`src/rtl/bias_ctrl.sv`:
```
// bias_ctrl: fetches one row of N bias scalars from the unified buffer on a
// start command, holds them on the bias columns, then gates the systolic
// array's per-column valids into the bias columns until every column has
// accepted num_rows rows. A one-cycle done pulse marks completion.
//
// Ports
//   clk, rst            clock / asynchronous active-low reset
//   start               command pulse, honoured only in IDLE
//   bias_base_addr      bias row address, latched on accepted start
//   num_rows            rows per column, latched on accepted start
//   ub_rd_req/addr      unified buffer read request (held until ack)
//   ub_rd_ack/data      buffer accept; data valid in the ack cycle
//   bias_scalar_out     held bias scalars, column i in slice i (signed 16b)
//   sys_valid_in        per-column valid from the systolic array
//   bias_valid_out      gated valid to the bias columns (combinational)
//   busy, done          status; done is a one-cycle pulse
//   overrun_err         sticky: a valid arrived that could not be accepted

// Per-column row counter: accepts valids while running and not yet full.
module bias_lane #(
  parameter int ROWS_W = 16
) (
  input  logic              clk,
  input  logic              rst,
  input  logic              i_clr,
  input  logic              i_run,
  input  logic              i_vld,
  input  logic [ROWS_W-1:0] i_rows,
  output logic              o_acc,
  output logic              o_done_nxt
);
  logic [ROWS_W-1:0] r_cnt;
  logic              r_done;
  logic [ROWS_W-1:0] w_cnt_inc;
  logic              w_last;

  assign o_acc      = i_run & i_vld & ~r_done;
  assign w_cnt_inc  = r_cnt + ROWS_W'(1);
  assign w_last     = o_acc && (w_cnt_inc == i_rows);
  // Lookahead so the controller can leave RUN in the cycle the last row lands.
  assign o_done_nxt = r_done | w_last;

  // Counting halts once the flag is set, so the counter never wraps.
  always_ff @(posedge clk or negedge rst) begin
    if (!rst) begin
      r_cnt  <= '0;
      r_done <= 1'b0;
    end else if (i_clr) begin
      r_cnt  <= '0;
      r_done <= 1'b0;
    end else if (o_acc) begin
      r_cnt <= w_cnt_inc;
      if (w_last) r_done <= 1'b1;
    end
  end
endmodule

module bias_ctrl #(
  parameter int N      = 2,
  parameter int ADDR_W = 16,
  parameter int ROWS_W = 16
) (
  input  logic                  clk,
  input  logic                  rst,
  input  logic                  start,
  input  logic [ADDR_W-1:0]     bias_base_addr,
  input  logic [ROWS_W-1:0]     num_rows,
  output logic                  ub_rd_req,
  output logic [ADDR_W-1:0]     ub_rd_addr,
  input  logic                  ub_rd_ack,
  input  logic [N-1:0][15:0]    ub_rd_data,
  output logic [N-1:0][15:0]    bias_scalar_out,
  input  logic [N-1:0]          sys_valid_in,
  output logic [N-1:0]          bias_valid_out,
  output logic                  busy,
  output logic                  done,
  output logic                  overrun_err
);
  typedef enum logic [1:0] {S_IDLE, S_FETCH, S_RUN, S_DONE} state_t;

  state_t            r_state;
  logic [ROWS_W-1:0] r_rows;
  logic              w_clr;
  logic              w_run;
  logic [N-1:0]      w_acc;
  logic [N-1:0]      w_done_nxt;
  logic [N-1:0]      w_rej;

  assign w_clr = (r_state == S_IDLE) && start;
  assign w_run = (r_state == S_RUN);

  bias_lane #(.ROWS_W(ROWS_W)) u_lane [N-1:0] (
    .clk        (clk),
    .rst        (rst),
    .i_clr      (w_clr),
    .i_run      (w_run),
    .i_vld      (sys_valid_in),
    .i_rows     (r_rows),
    .o_acc      (w_acc),
    .o_done_nxt (w_done_nxt)
  );

  assign bias_valid_out = w_acc;
  // Anything offered but not forwarded is an overrun, in any state.
  assign w_rej = sys_valid_in & ~w_acc;

  always_ff @(posedge clk or negedge rst) begin
    if (!rst) begin
      r_state         <= S_IDLE;
      r_rows          <= '0;
      ub_rd_req       <= 1'b0;
      ub_rd_addr      <= '0;
      bias_scalar_out <= '0;
      busy            <= 1'b0;
      done            <= 1'b0;
      overrun_err     <= 1'b0;
    end else begin
      done <= 1'b0;
      if (|w_rej) overrun_err <= 1'b1;
      case (r_state)
        S_IDLE: begin
          if (start) begin
            r_rows      <= num_rows;
            ub_rd_addr  <= bias_base_addr;
            ub_rd_req   <= 1'b1;
            busy        <= 1'b1;
            // Start clears the sticky flag; a same-cycle reject still counts.
            overrun_err <= |w_rej;
            r_state     <= S_FETCH;
          end
        end
        S_FETCH: begin
          if (ub_rd_ack) begin
            bias_scalar_out <= ub_rd_data;
            ub_rd_req       <= 1'b0;
            if (r_rows == '0) begin
              done    <= 1'b1;
              r_state <= S_DONE;
            end else begin
              r_state <= S_RUN;
            end
          end
        end
        S_RUN: begin
          if (&w_done_nxt) begin
            done    <= 1'b1;
            r_state <= S_DONE;
          end
        end
        S_DONE: begin
          busy    <= 1'b0;
          r_state <= S_IDLE;
        end
        default: r_state <= S_IDLE;
      endcase
    end
  end
endmodule

```
`config.mk`:
```
export PLATFORM = sky130hd
export DESIGN_NAME = bias_ctrl
export DESIGN_NICKNAME = d
export VERILOG_FILES = /design/src/rtl/bias_ctrl.sv
export SDC_FILE = /design/constraint.sdc
export NUM_CORES = 1
export LEC_CHECK = 0
export ABC_AREA = 1
export CAP_MARGIN = 20
export CORE_UTILIZATION = 55
export DETAILED_ROUTE_END_ITERATION = 16
export PLACE_DENSITY = 0.83
export SYNTH_ARGS = -nofsm -noshare
export SYNTH_HDL_FRONTEND = slang
export SYNTH_SLANG_ARGS = --single-unit
```
`constraint.sdc`:
```
create_clock -name clk -period 5.6 [get_ports clk]
set_input_delay 0.84 -clock clk [delete_from_list [all_inputs] [get_ports clk]]
set_output_delay 0.84 -clock clk [all_outputs]
set_load 0.005 [all_outputs]
```
==> results of run 1 <==
sequential cells by signal, indices dropped and copies added (netlist names):
signal and cells:
u_lane.r_cnt 32, ub_rd_addr 16, busy 1, u_lane.r_done 2
ub_rd_req 1, done 1, bias_scalar_out 32, r_rows 16
overrun_err 1, r_state 2
cells in the mapped netlist:
cell type and instances:
a21boi_0 1, and2_1 1, buf_1 4, buf_4 2
buf_6 1, clkbuf_1 10, clkinv_1 2, dfrtp_1 104
ha_1 6, inv_1 66, mux2_2 32, nand2_1 216
nand2_2 4, nand3_1 92, nand3_2 1, nand4_1 22
nand4_2 1, nor2_1 29, nor2_2 7, nor2_4 4
nor3_1 4, nor4_1 1, o211ai_1 1, o21ai_0 38
o21ai_2 2, o22ai_1 14, or2_2 1, xnor2_1 2
xnor3_1 1, xor2_1 3
power by group through the flow:
| stage | Sequential (W) | Clock (W) | Combinational [W] |
|---|---|---|---|
| 2_1_floorplan | 0.00117 | 0 | 0.000621 |
| 3_3_place_gp | 0.00119 | 0 | 0.00122 |
| 3_5_place_dp | 0.00120 | 0 | 0.00126 |
| 4_1_cts | 0.00119 | 0.000475 | 0.00126 |
| 5_1_grt | 0.00122 | 0.000501 | 0.00138 |
| 6_report | 0.00120 | 0.000466 | 0.00126 |
routing by layer:
metal	global-route usage (%)	share of wire (%)	vias to the layer above	wire [um]
li1	-	-	2451	-
met1	39.0	41	2499	6070
met2	51.4	49	273	7310
met3	5.94	8.3	28	1230
met4	10.3	2.2	0	325
met5	0	0	-	0
cell families after synthesis:
kind of cell             share of synthesized area (%)
AND/OR/NAND/NOR                                   31.1
flip-flops                                        47.8
buffers and inverters                             6.14
AO/OA/AOI/OAI                                     5.70
multiplexers                                      6.62
XOR/XNOR                                          1.22
adder cells (fa/ha/maj)                           1.38
worst max-delay path by stage:
| stage | startpoint | endpoint | slack, ns | cells after the start |
|---|---|---|---|---|
| floorplan | sys_valid_in[0] | r_state[0] | 3.55 | 11 |
| global placement | start | u_lane[0].r_cnt[2] | 2.34 | 8 |
| detailed placement | start | u_lane[0].r_cnt[2] | 2.19 | 8 |
| CTS | sys_valid_in[0] | bias_valid_out[0] | 2.53 | 4 |
| global route | start | u_lane[0].r_cnt[2] | 2.33 | 8 |
| finish | start | u_lane[0].r_cnt[2] | 2.48 | 8 |
through the flow:
stage	setup slack, ns	total power (W)	std cells
2_1_floorplan	3.55	0.00180	672
3_3_place_gp	2.34	0.00241	911
3_5_place_dp	2.19	0.00246	911
4_1_cts	2.53	0.00293	927
5_1_grt	2.33	0.00311	927
6_report	2.48	0.00292	927
placed cells by master, fill, tap and decap left out:
master	netlist	layout
inv_6	0	2
inv_1	66	66
nor4_1	1	1
xor2_1	3	3
a21boi_0	1	1
nand4_1	22	22
nor3_1	4	4
o21ai_2	2	2
o211ai_1	1	1
ha_1	6	6
nand2_2	4	4
o21ai_0	38	38
or2_2	1	1
nand4_2	1	1
clkdlybuf4s50_1	0	122
clkinv_1	2	2
clkinv_4	0	2
o22ai_1	14	14
nand2_1	216	216
dfrtp_1	104	104
mux2_2	32	32
nand3_2	1	1
inv_8	0	2
buf_4	2	5
and2_1	1	1
nand3_1	92	92
xnor3_1	1	1
clkbuf_8	0	10
nor2_2	7	7
nor2_4	4	4
nor2_1	29	29
xnor2_1	2	2
worst reg2reg max path: stages, from the launching register on:
cell,delay (ns)
dfrtp_1,0.47
inv_1,0.10
ha_1,0.25
nand2_1,0.08
buf_4,0.28
inv_1,0.14
buf_4,0.29
nor2_1,0.83
inv_1,0.25
o21ai_0,0.24
area by class of cell:
| class | instances | area, um2 |
|---|---|---|
| Multi-Input combinational cell | 483 | 2500 |
| Clock buffer | 10 | 138 |
| Fill cell | 715 | 2440 |
| Tap cell | 129 | 161 |
| Clock inverter | 6 | 57.6 |
| Sequential cell | 104 | 2600 |
| Inverter | 68 | 255 |
| Timing Repair Buffer | 127 | 1260 |
==> qor.yml, run 1 <==
global_route:
  overflow: 0
  grt_max_degree: 71
  grt_pass1_vias: 5172
  track_usage_pct: 30.3
  grt_pass1_wl_um: 24100
  antenna_found_initial: 0
setup_path:
  worst-setup-path-type: "in -> reg"
  path_buf_inv: 5
  reg2reg_slack_ns: 2.60
  required_ns: 5.88
  slowest_delay_ns: 0.82
  path_cells: "clkdlybuf4s50_1 -> nand2_1 -> buf_4 -> inv_1 -> buf_4 -> nor2_1 -> inv_1 -> o21ai_0"
  end_kind: "register"
  ff2ff_path_depth: 9
  crit_path_start_kind: "input pin"
  arrival_ns: 3.40
  r2r_start: "r_state[0]"
  crit_slowest_cell: "nor2_1"
  path_max_fanout: 47
  reg2reg_to: "u_lane[0].r_cnt[2]"
  crit_family: "buffers and inverters"
floorplanning:
  row_count: 35
  dieWidth_um: 101
  dieHeight_um: 101
  placeableCoreArea_um2: 9420
  io_pins: 124
  die_area_um2: 10300
  start_util_pct: 57.8
yosys:
  synth_area_um2: 5440
  synth_area_per_cell_um2: 8.10
  yosysTopAreaCell: "dfrtp_1"
  ys_ff_latch: 104
  synth_cell_types: 30
  netlist_top_cells_area: "dfrtp_1, nand2_1, nand3_1"
  synth_top_area_share_pct: 47.8
  post_synth_inst_count: 672
  yosysSeqAreaShare_pct: 47.8
  syn-num-nets: 748
  ys_warn_count: 0
route:
  avgRoutedWirePerCell_um: 16.1
  ant_nets: 0
  wl_um: 14900
  route.detailed.drc: 0
  viasPerCell: 5.66
  vias: 5251
  first_iter_violations: 440
  drtPass1Iterations: 6
power_and_ir_drop:
  seq_power_share_pct: 40.9
  netSwitchingFraction_pct: 36.8
  leakagePower_nw: 3.15
  switching_power_w: 0.00108
  power.share.clock_pct: 15.9
  p_int_w: 0.00185
  power_density_nw_per_um2: 419
  pwr-share-comb_pct: 43.2
  vdd_drop_max_mv: 0.337
sta:
  slew_headroom_pct: 32.2
  hold_viol_final: 0
  clock_skew_ns: 0.0127
  whs_ns: 0.398
  setup_tns_ns: 0
  period_share_pct: 55.8
  fmax_mhz: 320
  rsz0062_at_grt: "false"
  post-route-min-period_ns: 3.12
  slew_viol_final: 0
  tightest_slew_ns: 1.01
  final-setup-viol-count: 0
final_layout:
  syn2layout_area_growth_pct: 28.2
  fin_area_um2: 6980
  antenna_cells: 0
  postLayoutCoreUtil_pct: 74.1
  fin_nets: 869
  drive_gt1_share_pct: 9.15
outcome:
  status: "finished, final reports clean"
cts:
  h-tree-depth: 3
  cts_buffers: 9
  root_buffer: "clkbuf_8"
  clock_sinks: 104
  cts-hold-fix-buffers: 0
  cts_tree: "done"
  cts_resized: 0
  post_cts_buffers: 0
  clockBufferDepth: 2
  path_clk_slew_ns: 0.10
  clk_latency_ns: 0.37
placed_design:
  portBuffers: 123
  placed_cell_area_um2: 6780
  routabilityCongestion: 0.934
  place_hpwl_um: 11100
flow_run:
  cap_violations: 0
worst_hold_path:
  hp-class: "in -> async"
Note: power is estimated with default switching activity, not from simulation.
==> inputs of run 2 (changes only) <==
Settings changed: CORE_UTILIZATION 55 to 51, PLACE_DENSITY 0.83 to 0.78.
Clock period 5.6 ns to 3.1 ns, I/O delays scaled along.
==> run 2 against run 1 <==
Sequential power rose by 81%. Clock skew down 0.0022 ns. Global-route usage down 1.8 points. Power increased by 82%. Critical path type is now reg -> out. Core utilization fell by 6.2 points. First-iteration DRC count decreased by 25%. Setup slack got worse by 1.9 ns. Sequential share of layout area fell by 0.19 points. Design area increased by 0.52%. Via count down 3.0%. Critical endpoint is now bias_valid_out[0].
==> qor.yml, run 2 (same netlist as run 1, synthesis figures left out) <==
outcome:
  status: "finished, final reports clean"
floorplanning:
  start_util_pct: 52.7
  io_pins: 124
  dieHeight_um: 105
  row_count: 37
  die_area_um2: 11100
  dieWidth_um: 105
  placeableCoreArea_um2: 10300
setup_path:
  required_ns: 2.63
  r2r_start: "r_state[0]"
  cp-startpoint: "r_state[0]"
  path_max_fanout: 8
  worstSetupEndpoint: "bias_valid_out[0]"
  arrival_ns: 2.11
  reg2reg_slack_ns: 0.69
  worst-setup-path-type: "reg -> out"
  end_kind: "primary output"
  ff2ff_path_depth: 6
  reg2reg_to: "u_lane[1].r_cnt[2]"
  crit_path_start_kind: "register"
final_layout:
  fillerInstances: 821
  fin_nets: 871
  antenna_cells: 0
  final_cell_mix: "nand2_1, clkdlybuf4s50_1, dfrtp_1"
  drive_gt1_share_pct: 9.13
  final_common_cell: "nand2_1"
  fin_cells: 936
  syn2layout_area_growth_pct: 28.9
  reg_top3: "bias_scalar_out: 32 flops, u_lane.r_cnt: 32 flops"
  postLayoutCoreUtil_pct: 67.9
route:
  viasPerCell: 5.44
  avgRoutedWirePerCell_um: 15.8
  wl_um: 14700
  ant_nets: 0
  first_iter_violations: 329
  drtPass1Iterations: 8
  route.detailed.drc: 0
  vias: 5092
cts:
  cts_resized: 0
  clock_sinks: 104
  clk_latency_ns: 0.38
  clockBufferDepth: 2
  cts-hold-fix-buffers: 0
  path_clk_slew_ns: 0.10
  post_cts_buffers: 0
  cts_buffers: 9
  root_buffer: "clkbuf_8"
  h-tree-depth: 3
  cts_tree: "done"
power_and_ir_drop:
  vdd_drop_max_mv: 0.500
  power_density_nw_per_um2: 759
  leakagePower_nw: 3.15
sta:
  tightest_slew_ns: 0.658
  period_share_pct: 82.9
  slew_viol_final: 0
  clock_skew_ns: 0.0105
  fmax_mhz: 389
  setup_tns_ns: 0
  final-setup-viol-count: 0
  post-route-min-period_ns: 2.57
  slew_headroom_pct: 56.1
  rsz0062_at_grt: "false"
  hold_viol_final: 0
global_route:
  grt_pass1_wl_um: 24800
  grt_pass1_vias: 5293
  grt_max_degree: 50
  antenna_found_initial: 0
  track_usage_pct: 28.4
  overflow: 0
placed_design:
  routabilityCongestion: 0.860
  portBuffers: 123
  place_hpwl_um: 11000
  placedCellCount: 920
worst_hold_path:
  hp-class: "in -> async"
flow_run:
  cap_violations: 0
-- run 2: cell count changes in the layout (fill, tap and decap cells not counted), sizes merged --
cell	delta
buf	+2
bufinv	+1
clkbuf	+1
clkinv	-2
clkinvlp	+1
inv	-1
-- run 2: where the power goes --
group	total, W	internal (W)	switching (W)
clock	0.000879	0.000383	0.000496
combinational	0.00227	0.00119	0.00108
sequential	0.00217	0.00182	0.000352
total	0.00532	0.00339	0.00193
-- run 2: final cells by class --
type	count	area, um2	area share, %
Tap cell	136	170	2.43
Sequential cell	104	2600	37.1
Multi-Input combinational cell	483	2500	35.7
Clock buffer	11	131	1.87
Clock inverter	5	63.8	0.910
Timing Repair Buffer	129	1290	18.3
Inverter	68	255	3.64
-- run 2: metal layers --
metal / global-route usage (%) / share of wire, % / vias to the layer above
met5: 0 / 0 / -
met4: 7.95 / 1.4 / 0
met3: 8.60 / 8.1 / 21
met2: 46.3 / 47 / 190
met1: 36.8 / 43 / 2423
li1: - / - / 2458
-- run 2: worst min path at each step --
stage	from	end	slack, ns	cells after the start
final	rst	u_lane[0].r_cnt[13]	0.10	1
after global routing	rst	r_rows[5]	0.13	1
after CTS	rst	u_lane[0].r_cnt[4]	0.11	1
after detailed placement	ub_rd_addr[9]	ub_rd_addr[9]	0.47	2
after global placement	ub_rd_addr[1]	ub_rd_addr[1]	0.46	2
after floorplan	rst	bias_scalar_out[0]	0.17	0
-- run 2: critical path, cell delays in order (launching register included) --
cell and delay [ns]:
dfrtp_1 0.46, inv_1 0.12, ha_1 0.24, nand3_1 0.26, inv_1 0.14, clkdlybuf4s50_1 0.51
-- run 2: stage by stage --
stage	hold WS (ns)	cell area, um2	power (W)	worst slack (ns)
CTS	0.115	7010	0.00534	0.534
detailed placement	0.469	6820	0.00444	0.649
global placement	0.460	6820	0.00437	0.721
floorplan	0.169	5440	0.00324	1.16
global route	0.135	7010	0.00568	0.305
finish	0.103	7010	0.00532	0.529
